===== src/rtl/calc_pkg.sv =====
// calc_pkg: shared definitions for the keypad calculator sequencer.
//   - key code constants for the operator/control keys
//   - FSM state enum
//   - digit shift helper used for operand entry
package calc_pkg;

  localparam logic [3:0] KEY_ADD = 4'hA;
  localparam logic [3:0] KEY_SUB = 4'hB;
  localparam logic [3:0] KEY_EQ  = 4'hE;
  localparam logic [3:0] KEY_CLR = 4'hF;

  typedef enum logic [1:0] {
    S_A    = 2'd0,
    S_B    = 2'd1,
    S_EXEC = 2'd2,
    S_SHOW = 2'd3
  } calc_state_t;

  // New digit enters on the right; the oldest digit falls off the left.
  function automatic logic [7:0] shift_digit(input logic [7:0] opnd,
                                             input logic [3:0] digit);
    return {opnd[3:0], digit};
  endfunction

endpackage


===== src/rtl/calc_key_decode.sv =====
// calc_key_decode: combinational key classifier.
// Ports:
//   key_valid  in   strobe qualifying key_code
//   key_code   in   raw 4-bit key code
//   is_digit   out  valid key 0x0..0x9
//   is_op      out  valid add or subtract key
//   is_eq      out  valid equals key
//   is_clr     out  valid clear key
//   op_add     out  1 when key_code is the add key (meaningful with is_op)
// Codes 0xC/0xD assert none of the class outputs, so they fall through
// every FSM branch untouched.
module calc_key_decode
  import calc_pkg::*;
(
  input  logic       key_valid,
  input  logic [3:0] key_code,
  output logic       is_digit,
  output logic       is_op,
  output logic       is_eq,
  output logic       is_clr,
  output logic       op_add
);

  assign is_digit = key_valid && (key_code <= 4'd9);
  assign is_op    = key_valid && ((key_code == KEY_ADD) || (key_code == KEY_SUB));
  assign is_eq    = key_valid && (key_code == KEY_EQ);
  assign is_clr   = key_valid && (key_code == KEY_CLR);
  assign op_add   = (key_code == KEY_ADD);

endmodule


===== src/rtl/calc_seq.sv =====
// calc_seq: keypad-entry sequencer for the two-digit BCD add/sub calculator.
// Builds operands from key strokes, waits SETTLE cycles for the external
// combinational datapath, then captures its result and flow flag.
// Ports:
//   clk, rst_n           clock, async active-low reset
//   key_valid, key_code  one-cycle key strobe and code
//   res, flow            datapath result (BCD) and over/underflow flag
//   num1, num2, sel      operands and operation (1 = add) to the datapath
//   result, ovf          captured result and flow flag
//   busy                 waiting for the datapath to settle
//   done                 one-cycle pulse after capture
//   show_res             display should show result instead of operands
//
// state  | meaning
// S_A    | entering operand A (reset state)
// S_B    | entering operand B, operation chosen
// S_EXEC | datapath settling; operands frozen
// S_SHOW | result captured and displayed
module calc_seq
  import calc_pkg::*;
#(
  parameter int unsigned SETTLE = 2
) (
  input  logic       clk,
  input  logic       rst_n,
  input  logic       key_valid,
  input  logic [3:0] key_code,
  input  logic [7:0] res,
  input  logic       flow,
  output logic [7:0] num1,
  output logic [7:0] num2,
  output logic       sel,
  output logic [7:0] result,
  output logic       ovf,
  output logic       busy,
  output logic       done,
  output logic       show_res
);

  localparam logic [3:0] CNT_LAST = 4'(SETTLE - 1);

  logic is_digit, is_op, is_eq, is_clr, op_add;

  calc_key_decode u_decode (
    .key_valid (key_valid),
    .key_code  (key_code),
    .is_digit  (is_digit),
    .is_op     (is_op),
    .is_eq     (is_eq),
    .is_clr    (is_clr),
    .op_add    (op_add)
  );

  calc_state_t state_q, state_d;
  logic [7:0]  num1_q, num1_d;
  logic [7:0]  num2_q, num2_d;
  logic        sel_q, sel_d;
  logic [7:0]  result_q, result_d;
  logic        ovf_q, ovf_d;
  logic        done_q, done_d;
  logic [3:0]  cnt_q, cnt_d;

  always_ff @(posedge clk or negedge rst_n) begin
    if (!rst_n) begin
      state_q  <= S_A;
      num1_q   <= 8'h00;
      num2_q   <= 8'h00;
      sel_q    <= 1'b1;
      result_q <= 8'h00;
      ovf_q    <= 1'b0;
      done_q   <= 1'b0;
      cnt_q    <= 4'd0;
    end else begin
      state_q  <= state_d;
      num1_q   <= num1_d;
      num2_q   <= num2_d;
      sel_q    <= sel_d;
      result_q <= result_d;
      ovf_q    <= ovf_d;
      done_q   <= done_d;
      cnt_q    <= cnt_d;
    end
  end

  always_comb begin
    state_d  = state_q;
    num1_d   = num1_q;
    num2_d   = num2_q;
    sel_d    = sel_q;
    result_d = result_q;
    ovf_d    = ovf_q;
    done_d   = 1'b0;
    cnt_d    = cnt_q;

    case (state_q)
      S_A: begin
        if (is_digit) begin
          num1_d = shift_digit(num1_q, key_code);
        end else if (is_op) begin
          sel_d   = op_add;
          num2_d  = 8'h00;
          state_d = S_B;
        end else if (is_clr) begin
          num1_d = 8'h00;
        end
      end

      S_B: begin
        if (is_digit) begin
          num2_d = shift_digit(num2_q, key_code);
        end else if (is_op) begin
          sel_d = op_add;
        end else if (is_eq) begin
          cnt_d   = 4'd0;
          state_d = S_EXEC;
        end else if (is_clr) begin
          num1_d  = 8'h00;
          num2_d  = 8'h00;
          state_d = S_A;
        end
      end

      S_EXEC: begin
        // Clear wins even on the capture cycle; other keys are dropped.
        if (is_clr) begin
          num1_d  = 8'h00;
          num2_d  = 8'h00;
          state_d = S_A;
        end else if (cnt_q == CNT_LAST) begin
          result_d = res;
          ovf_d    = flow;
          done_d   = 1'b1;
          state_d  = S_SHOW;
        end else begin
          cnt_d = cnt_q + 4'd1;
        end
      end

      S_SHOW: begin
        if (is_digit) begin
          num1_d  = {4'h0, key_code};
          num2_d  = 8'h00;
          state_d = S_A;
        end else if (is_op) begin
          num1_d  = result_q;
          num2_d  = 8'h00;
          sel_d   = op_add;
          state_d = S_B;
        end else if (is_eq) begin
          // Repeat last operation with the previous result as operand A.
          num1_d  = result_q;
          cnt_d   = 4'd0;
          state_d = S_EXEC;
        end else if (is_clr) begin
          num1_d   = 8'h00;
          num2_d   = 8'h00;
          result_d = 8'h00;
          ovf_d    = 1'b0;
          state_d  = S_A;
        end
      end

      default: state_d = S_A;
    endcase
  end

  assign num1     = num1_q;
  assign num2     = num2_q;
  assign sel      = sel_q;
  assign result   = result_q;
  assign ovf      = ovf_q;
  assign done     = done_q;
  assign busy     = (state_q == S_EXEC);
  assign show_res = (state_q == S_SHOW);

endmodule


===== config.mk =====
export PLATFORM = sky130hd
export DESIGN_NAME = calc_seq
export DESIGN_NICKNAME = d
export VERILOG_FILES = /design/src/rtl/calc_pkg.sv /design/src/rtl/calc_key_decode.sv /design/src/rtl/calc_seq.sv
export SDC_FILE = /design/constraint.sdc
export NUM_CORES = 1
export LEC_CHECK = 0
export BUFFER_PORTS_ARGS = -buffer_cell sky130_fd_sc_hd__clkbuf_2
export CAP_MARGIN = 0
export CORE_ASPECT_RATIO = 0.5
export CORE_MARGIN = 4
export CORE_UTILIZATION = 45
export CTS_CLUSTER_SIZE = 25
export DETAILED_ROUTE_END_ITERATION = 7
export PLACE_DENSITY = 0.68
export SLEW_MARGIN = 20
export SYNTH_ARGS = -nofsm -noshare
export SYNTH_HDL_FRONTEND = slang
export SYNTH_SLANG_ARGS = --single-unit

===== constraint.sdc =====
create_clock -name clk -period 2.85 [get_ports clk]
set_input_delay 0.57 -clock clk [delete_from_list [all_inputs] [get_ports clk]]
set_output_delay 0.57 -clock clk [all_outputs]
set_load 0.01 [all_outputs]

### Word-level counts from Yosys, hierarchy flattened

Cells that the tools add are included.

* reductions and logical operators: 16
* bitwise logic cells: 1
* equality and inequality tests: 26
* mux-type cells: 53
* add/subtract/negate cells: 1
* order comparisons: 1

Operators with widths (count)
* $mux 8: 23
* $pmux 8 s4: 2
* $ne 2x2->1 const B: 12
* $mux 2: 10
* $mux 4: 5
* $eq 4x4->1 const B: 4
* $pmux 8 s2: 1
* $mux 1: 9
* $pmux 2 s4: 1
* $pmux 4 s2: 1
* $reduce_and 7->1: 1
* $ne 2x1->1 const B: 3
* $ne 3x3->1 const B: 2
* $reduce_and 3->1: 2
* $reduce_and 6->1: 1
* $reduce_and 5->1: 1
* $add 4x1->4 const B: 1
* $eq 2x2->1 const B: 2
* $eq 4x1->1 const B: 1
* $le 4x4->1 const B: 1
* $logic_and 1x1->1: 4
* $reduce_and 4->1: 1
* $reduce_bool 2->1: 2
* $ne 3x1->1 const B: 1
* 7 further kinds: 7

* output and inout port bits: 29
* logic and storage cells: 106
* flip-flop bits (word level): 33
* input bits: 16

### Longest topological paths before layout

* depth after elaboration: 7
* mapped depth: 8
* gate-level depth less buffers: 7

### Hierarchy

From an unflattened synthesis, not the netlist that was laid out.

* cell total of the unflattened synthesis: 216
* area total of the unflattened synthesis: 2016.9 um2

By module, submodules not included
* calc_seq: times used 1, cells each 208, area each 1951.9 um2
* calc_key_decode: times used 1, cells each 8, area each 65.1 um2

### Worst setup path before layout

Ideal clock, no wire load.

* kind: register -> register
* start point: reg state_q[0]
* end point: reg cnt_q[3]
* stages on the path, launching flop included: 8
* period minus slack after synthesis: 1.950 ns
* slack: 0.900 ns
* arrival time: 1.881 ns
* data required time: 2.781 ns
* setup time: 0.069 ns
* cells stage by stage: dfrtp_1 > inv_1 > ha_1 > inv_2 > nor2_2 > a32oi_1 > or4b_1 > nand3_1

* elaborated cells on any way between the ends: 12
* those cells by class: eq/ne (8); mux (1); reduce/logical (3)

RTL lines
* start: declaration: line calc_seq.sv:54 `calc_state_t state_q, state_d;`
* start signal: assignment: line calc_seq.sv:74 `state_q <= state_d;`
* $eq 2x2->1 *
* via busy: line calc_seq.sv:35 `output logic busy,`
* $ne 2x2->1 (no source line) or $reduce_bool 2->1 (tied branches)
* $reduce_and 6->1 (no source line)
* end signal: assignment: line calc_seq.sv:81 `cnt_q <= cnt_d;`
* end: declaration: line calc_seq.sv:61 `logic [3:0] cnt_q, cnt_d;`

The timed path passes the listed nets; every way through them passes the cells marked *.
A chain may end at the register's enable or synchronous reset.

### Worst setup path after layout

* start point: reg state_q[0]
* end point: reg cnt_q[3]

* cells in the longest elaborated chain, start to end: 4
* elaborated cells on any way between the ends: 12
* those cells by class: eq/ne (8); mux (1); reduce/logical (3)

RTL lines
* $eq 2x2->1 or $eq 2x1->1 (tied branches): line calc_seq.sv:95 `case (state_q)`
* $reduce_or 2->1 (no source line)
* $ne 2x1->1 (no source line) (tied with other cells)
* $reduce_and 6->1 (no source line)

Several ways; a longest one is shown, not always the timed one.

==> flow_summary.ini <==
[floorplanning]
die_area_sq_um = 5850
initial_core_util_pct = 47.1
core_area_sq_um = 4420
row_count = 17
fp.dieH_microns = 56.1
pin_count = 45
die_x_microns = 104

[route]
via_count = 1974
postRouteAntennaNets = 0
routedWlPerCell_microns = 16.5
drt_first_iter_violations = 152
via_per_inst = 5.82
first_pass_iters = 5
drcViolationCount = 0
wirelength_microns = 5580

[global_routing]
grt-ovfl-total = 0
grt_max_degree = 34
antenna_found_initial = 0
grt_pass1_wl_microns = 8880
grt_pass1_vias = 1785
grt_use_total_pct = 19.0

[worst_setup_path]
crit_family = simple AND/OR/NAND/NOR gates
cp_max_fo = 9
crit_buf_inv = 2
end_kind = flip-flop
timing.critical_path.cells = inv_1 > ha_1 > inv_2 > nor2_2 > a32oi_1 > or4b_1 > nand3_1
rrSetupSlack_ns = 0.70
crit_slowest_cell = or4b_1
cp.required_ns = 3.07
criticalPathCategory = reg2reg
worstPathArrival_ns = 2.37
start_kind = flip-flop
slowest_delay_ns = 0.55

[place]
dp_hpwl_microns = 4060
gp_congestion = 0.964
port_buffers = 44

[yosys]
syn_area_sq_um = 2080
yosysWarnings = 0
synthTopCellsByArea = dfrtp_1 (38%), nand2_1 (7.0%), o21ai_0 (6.2%)
netlist.top_cell.by_area = dfrtp_1
synth_fp_nets = 267
synthArstFlopShare_pct = 100
yosysSeqAreaShare_pct = 39.7
synth_top_area_share_pct = 38.4
synth.distinct_cells = 51
ys_ff_latch = 33
synth-edff-count = 0
synthCells = 244
syn_area_per_cell_sq_um = 8.54
synthFlopType = dfrtp_1

[cts]
clock_latency_ns = 0.28
cts.sinks = 33
cts_tree = built
cts_root_buffer = clkbuf_8
postCtsSetupBuffers = 0
path_clk_slew_ns = 0.06
ctsHtreeMaxLevel = 2
post_cts_resized = 0
cts.hold.buffers_added = 0
clk_path_buf_depth = 2
numCtsBuffers = 5

[cells_and_area]
drive_above_1_share_pct = 22.3
final_cell_mix = clkbuf_2 (44), nand2_1 (39), dfrtp_1 (32)
syn2layout_area_growth_pct = 15.2
final_common_cell = clkbuf_2
antenna_cells = 0
num-fill-cells = 412
nets = 305

[run]
maxCapViolCount = 0

[sta]
drv_slew = 0
min_period_ns = 2.15
fin_worst_skew_ns = 0.00366
rsz0062_at_grt = no
finalSetupTns_ns = 0
finalHoldViolations = 0
fin_crit_sh_pct = 75.5
finalSetupViolations = 0
max_freq_mhz = 464
maxSlewHeadroom_pct = 44.0
worst_slew_pin_slew_ns = 0.840

[min_path]
hold_class = in2async

[power]
irDropWorstVdd_v = 0.000413
power_w = 0.00213
p_leak_nw = 1.12
powerDensity_nw_per_um2 = 886

[status]
status = complete, no violations
==> final timing paths <==
check | cells past startpoint | endpoint | from
worst min-delay path | 1 | cnt_q[3] | rst_n
worst max register to register | 7 | cnt_q[3] | state_q[0]
max in group asynchronous | 1 | num1[4] | rst_n
worst max-delay path | 7 | cnt_q[3] | state_q[0]
worst min register to register | 2 | sel | sel
min in group clk | 2 | sel | sel
==> report_power, final <==
group / leakage [nW] / switching [W] / internal [W]
clock network: 0.0443 / 0.000157 / 0.000191
registers: 0.438 / 0.000110 / 0.000592
logic: 0.641 / 0.000657 / 0.000422
==> cells in the mapped netlist, types with 3 or more instances <==
cell        n
buf_2       8
nand3_1     6
inv_1      12
a21o_1      3
nor3_1      4
a22o_1      6
dfrtp_1    32
nand2b_1    5
a21oi_1    12
ha_1        7
nor2_1     10
clkbuf_1    5
nand2_1    39
a22oi_1     7
o31ai_1     3
o21ai_0    26
o2bb2ai_1   4
o21ai_1     7
and3_1      4
a211oi_1    5
==> cell families after synthesis <==
logic type	count (synthesis)	share of synthesized area [%]
AO/OA/AOI/OAI	91	29.5
AND/OR/NAND/NOR	82	19.0
flip-flops	33	39.7
buffers and inverters	28	5.94
adder cells (fa/ha/maj)	7	4.20
multiplexers	3	1.68
==> registers in the layout, indices dropped and copies added (netlist names) <==
register and flops:
num2 8, done 1, num1 8, cnt_q 4, result 8, sel 1
ovf 1, state_q 2
==> routing by layer <==
layer | share of wire [%] | routed length (microns) | GRT usage (%) | vias to the layer above
li1 | - | - | - | 960
met5 | 0 | 0 | 0 | -
met1 | 49 | 2750 | 27.8 | 941
met3 | 6.8 | 377 | 4.87 | 4
met4 | 0.72 | 40 | 5.11 | 0
met2 | 43 | 2420 | 27.6 | 69
==> cell type report <==
| class | instances | area (sq um) | area share (%) |
|---|---|---|---|
| inverters | 13 | 48.8 | 2.03 |
| clock buffers | 7 | 86.3 | 3.59 |
| well taps | 57 | 71.3 | 2.97 |
| repair buffers | 46 | 235 | 9.79 |
| multi-input cells | 183 | 1130 | 47.2 |
| flip-flops and latches | 33 | 827 | 34.4 |
==> metrics by stage <==
step	setup slack, ns	cell area [sq um]	utilization (%)	hold slack [ns]	cells
3_3_place_gp	0.575	2320	52.3	0.466	332
2_1_floorplan	0.900	2080	-	0.274	244
3_5_place_dp	0.574	2320	52.3	0.477	332
5_1_grt	0.545	2400	54.3	0.477	339
4_1_cts	0.718	2400	54.3	0.422	339
6_report	0.697	2400	54.3	0.383	339
Note: power is estimated with default switching activity, not from simulation.
